**src/rtl/dmem_chk_pkg.sv**
```systemverilog
// Shared types and helpers for the data-memory read-back checker.
package dmem_chk_pkg;

    localparam int WORD_W         = 32;
    localparam int DEFAULT_NWORDS = 32;

    typedef enum logic [1:0] {
        IDLE  = 2'd0,
        SCAN  = 2'd1,
        DRAIN = 2'd2,
        DONE  = 2'd3
    } state_t;

    // Index width for n words; never below one bit so a one-word check still has an index.
    function automatic int idx_width(input int n);
        return (n > 1) ? $clog2(n) : 1;
    endfunction

endpackage

```
**src/rtl/dmem_chk_stage.sv**
```systemverilog
// Capture stage: registers one dmem word and its expected value, then flags a difference.
module dmem_chk_stage
    import dmem_chk_pkg::*;
#(
    parameter int IW = 5
) (
    input  logic              clk,
    input  logic              reset,
    input  logic              capture,
    input  logic [IW-1:0]     in_idx,
    input  logic [WORD_W-1:0] in_got,
    input  logic [WORD_W-1:0] in_exp,
    output logic              cmp_v,
    output logic [IW-1:0]     cmp_idx,
    output logic [WORD_W-1:0] got_q,
    output logic [WORD_W-1:0] exp_q,
    output logic              mismatch
);

    logic              cmp_v_reg;
    logic [IW-1:0]     cmp_idx_reg;
    logic [WORD_W-1:0] got_reg;
    logic [WORD_W-1:0] exp_reg;
    logic [WORD_W-1:0] diff;

    // Capture the word under test on every scan cycle; valid drops as soon as scanning stops.
    always_ff @(posedge clk) begin
        if (!reset) begin
            cmp_v_reg   <= 1'b0;
            cmp_idx_reg <= '0;
            got_reg     <= '0;
            exp_reg     <= '0;
        end else begin
            cmp_v_reg <= capture;
            if (capture) begin
                cmp_idx_reg <= in_idx;
                got_reg     <= in_got;
                exp_reg     <= in_exp;
            end
        end
    end

    // Full-width bitwise difference, no masking.
    genvar gi;
    generate
        for (gi = 0; gi < WORD_W; gi++) begin : g_diff
            assign diff[gi] = got_reg[gi] ^ exp_reg[gi];
        end
    endgenerate

    assign cmp_v    = cmp_v_reg;
    assign cmp_idx  = cmp_idx_reg;
    assign got_q    = got_reg;
    assign exp_q    = exp_reg;
    assign mismatch = cmp_v_reg && (|diff);

endmodule

```
**config.mk**
```make
export PLATFORM = sky130hd
export DESIGN_NAME = dmem_chk_stage
export DESIGN_NICKNAME = d
export VERILOG_FILES = /design/src/rtl/dmem_chk_pkg.sv /design/src/rtl/dmem_chk_stage.sv
export SDC_FILE = /design/constraint.sdc
export NUM_CORES = 1
export LEC_CHECK = 0
export ABC_CLOCK_PERIOD_IN_PS = 2000
export BUFFER_PORTS_ARGS = -buffer_cell sky130_fd_sc_hd__buf_2
export CORE_MARGIN = 8
export CORE_UTILIZATION = 51
export CTS_BUF_LIST = sky130_fd_sc_hd__clkbuf_8
export DETAILED_ROUTE_END_ITERATION = 16
export MAX_ROUTING_LAYER = met4
export PLACE_DENSITY_LB_ADDON = 0.12
export SYNTH_ARGS = -nofsm -noshare
export SYNTH_HDL_FRONTEND = slang
export SYNTH_SLANG_ARGS = --single-unit
```
**constraint.sdc**
```tcl
create_clock -name clk -period 2 [get_ports clk]
set_clock_uncertainty 0.05 [all_clocks]
set_input_delay 0.2 -clock clk [delete_from_list [all_inputs] [get_ports clk]]
set_output_delay 0.2 -clock clk [all_outputs]
set_load 0.05 [all_outputs]
```
* Word-level counts from Yosys, hierarchy flattened *
Cells that the tools add are included.

word-level totals
  bits in registers = 70
  input port bits = 72
  word-level logic and storage cells = 38

operators by class
  bitwise logic cells = 32
  reduce and logical (&&, ||, !) cells = 2

operator list
  operator           count
  $reduce_or 32->1   1
  $xor 1x1->1        32
  $logic_and 1x1->1  1

* Longest topological paths before layout *
  depth after elaboration = 3
  gate-level depth with buffers = 4
  mapped depth without buffers = 4

* Least setup slack after synthesis *
OpenSTA, ideal clock, no wires.

  path type = register to output
  from = reg got_reg[21] (netlist: got_q[21])
  to = out mismatch
  data arrival time = 1.693 ns
  slack = 0.057 ns
  stages on the path, launching flop included = 5
  path through = dfxtp_1 xnor2_1 nand4_1 nor4_1 a21boi_1

on the way
  word-level cells in the longest chain between the ends = 3

RTL lines
  item                      line                  text
  start: declaration        dmem_chk_stage.sv:22  logic [WORD_W-1:0] got_reg;
  start signal: assignment  dmem_chk_stage.sv:37  got_reg <= in_got;
  $xor 1x1->1               dmem_chk_stage.sv:47  assign diff[gi] = got_reg[gi] ^ exp_reg[gi];
  $reduce_or 32->1          dmem_chk_stage.sv:55  assign mismatch = cmp_v_reg && (|diff);
  $logic_and 1x1->1         dmem_chk_stage.sv:55
  end: declaration          dmem_chk_stage.sv:17  output logic mismatch

Every way passes these cells.

* Worst setup path in the final report *
  from = reg got_reg[30] (netlist: got_q[30])
  to = out mismatch

The elaborated chain is that of the path after synthesis.

==> results_dict.tcl <==
set metrics [dict create \
    cts_htree_levels 3 \
    die_w_um 92.6 \
    fin_crit_sh_pct 94.5 \
    initial_core_util_pct 51.8 \
    clockBufferDepth 2 \
    rsz0062_at_grt "no" \
    syn-cell-area_sq_um 2990 \
    tightestPinTransition_ns 0.481 \
    seq_area_frac_synth_pct 46.8 \
    gp_congestion 0.764 \
    syn_nets 339 \
    endpoint_kind "output port" \
    drv_slew 0 \
    cts_hold_buf 0 \
    whs_path_depth 3 \
    cts_buffers 9 \
    finalHoldViolations 0 \
    path_clk_slew_ns 0.07 \
    diodes 0 \
    p_leak_nw 1.93 \
    drt-total-wl_um 7590 \
    hold_end "cmp_idx[2]" \
    place_area_sq_um 3740 \
    coreArea_sq_um 5780 \
    hold_class "primary input to flip-flop" \
    die_h_um 92.6 \
    vdd_drop_max_v 0.000506 \
    grt_max_degree 39 \
    fmax_mhz 529 \
    post_drt_wl_per_cell_um 15.6 \
    grt_first_pass_wirelength_um 11900 \
    syn2layout_area_growth_pct 31.3 \
    die_area_sq_um 8580 \
    ant_nets 0 \
    outcome "finished clean" \
    powerDensity_nw_per_um2 826 \
    clock-sinks 70 \
    fillers 479 \
    drtIter0Drc 46 \
    seqPwrFrac_pct 47.8 \
    syn_area_per_cell_sq_um 11.2 \
    hold-worst-slack_ns 0.0759 \
    post_cts_buffers 0 \
    reg2reg_to "exp_q[5]" \
    syn_inst 267 \
    cts-resized-gates 0 \
    grt-ovfl-total 0 \
    yosysUniqueCellTypes 11 \
    dp_hpwl_um 5930 \
    setup-violations-final 0 \
    post-place-ws_ns 0.406 \
    ys_ff_latch 70 \
    cp_top_family "simple AND/OR/NAND/NOR gates" \
    path_buf_inv 1 \
    cp_max_fo 3 \
    regToRegStartpoint "exp_q[5]" \
    track_usage_pct 18.1 \
    synth_area_leaders "dfxtp_1 (47%), mux2i_1 (23%), nor2b_1 (14%), xnor2_1 (9.4%), buf_6 (2.6%)" \
    rows 28 \
    pwr-share-clk_pct 28.5 \
    port-buffer-count 142 \
    drive_gt1_share_pct 39.6 \
    drc_errors 0 \
    final_area_sq_um 3930 \
    power_frac_comb_pct 23.7 \
    worstSetupPathType "flip-flop to output port" \
    fin_tns_setup_ns 0 \
    power.internal_w 0.00221 \
    critPathMaxStageDelay_ns 0.34 \
    synth_top_area_cell "dfxtp_1" \
    io_pins 143 \
    ys_warn_count 0 \
    worst-endpoint-required_ns 1.75 \
    netSwitchingFraction_pct 31.9 \
    slew_headroom_pct 67.9 \
    rr_worst_depth 2 \
    hold_path_startpoint "in_idx[2]" \
    maxCapViolCount 0 \
    root_buffer "clkbuf_8" \
    cts_tree "done" \
    cpMaxStageDelayCell "dfxtp_1" \
    worst_setup_path_start_kind "flip-flop" \
    timing.final.crit_period_ns 1.89 \
    setup_ws_ns 0.111 \
    rrSetupSlack_ns 1.29 \
    nets 481 \
    dr_total_vias 2316 \
    drt_pass1_iterations 5 \
    power_switching_w 0.00104 \
    worstSkewPairLatency_ns 0.33 \
    grt_pass1_vias 2495 \
    vias_per_cell 4.76 \
    antenna_found_initial 0 \
    crit_chain "xnor2_2 > nand4_1 > nor4_1 > a21boi_1 > clkbuf_4" \
    yosysTopAreaCellShare_pct 46.8 \
    cp_data_arrival_time_ns 1.64 \
]
layout make-up:
type,instances,area [sq um],share of cell area [%]
Multi-Input combinational cell,182,1510,38.4
Clock inverter,4,17.5,0.446
Tap cell,75,93.8,2.39
Timing Repair Buffer,146,771,19.6
Clock buffer,10,138,3.50
Sequential cell,70,1400,35.7
cell usage after synthesis, drive strengths merged:
library cell,n
mux2i,69
buf,8
nor2b,69
nor4,2
and2,1
dfxtp,70
a21boi,1
clkbuf,7
xnor2,32
nand4,8
power by group through the flow:
stage               Clock, W  Sequential [W]  Combinational (W)
floorplan                  0         0.00186           0.000267
global placement           0         0.00158           0.000767
detailed placement         0         0.00158           0.000771
CTS                 0.000957         0.00155           0.000773
global route         0.00101         0.00156           0.000820
finish              0.000925         0.00155           0.000771
worst max path at each step:
stage,startpoint,end,slack (ns),cells past startpoint
detailed placement,got_q[30],mismatch,0.41,5
CTS,got_q[30],mismatch,0.04,5
floorplan,got_q[21],mismatch,0.06,4
global placement,got_q[5],mismatch,0.40,5
global route,got_q[29],mismatch,0.001,5
finish,got_q[30],mismatch,0.11,5
metal layers:
metal / track usage [%] / up-vias / wire [um]
li1: - / 1170 / -
met5: - / - / 0
met3: 4.77 / 10 / 540
met2: 28.3 / 91 / 3590
met1: 21.6 / 1045 / 3370
met4: 7.65 / 0 / 95
worst min-delay path: stages:
cell     delay, ns
buf_2         0.07
mux2i_1       0.05
nor2b_1       0.09
per-stage QoR:
stage / power, W / cells / util, %
6_report: 0.00325 / 487 / 68.0
5_1_grt: 0.00340 / 487 / 68.0
4_1_cts: 0.00328 / 487 / 67.4
2_1_floorplan: 0.00213 / 267 / -
3_3_place_gp: 0.00234 / 473 / 64.7
3_5_place_dp: 0.00235 / 473 / 64.7
cell usage in the layout (no fill, tap or decap):
master,count
clkinv_2,2
clkbuf_4,1
buf_2,140
buf_12,2
dfxtp_1,69
nor2b_1,69
buf_4,3
nor4_1,1
xnor2_2,3
nand4_1,8
dfxtp_2,1
xnor2_1,29
mux2i_1,69
nor4_2,1
clkbuf_8,10
and2_1,1
inv_1,2
a21boi_1,1
cells by family (layout without fill, tap and decap cells):
| kind of cell | Yosys count | in the layout | share of synthesized area [%] |
|---|---|---|---|
| buffers and inverters | 15 | 160 | 3.76 |
| AOI/OAI and AO/OA | 1 | 1 | 0.251 |
| muxes | 69 | 69 | 23.1 |
| xor gates and xnor gates | 32 | 32 | 9.36 |
| and+or+nand+nor | 80 | 80 | 16.7 |
| DFF | 70 | 70 | 46.8 |
Power figures use the tool's default switching activity.
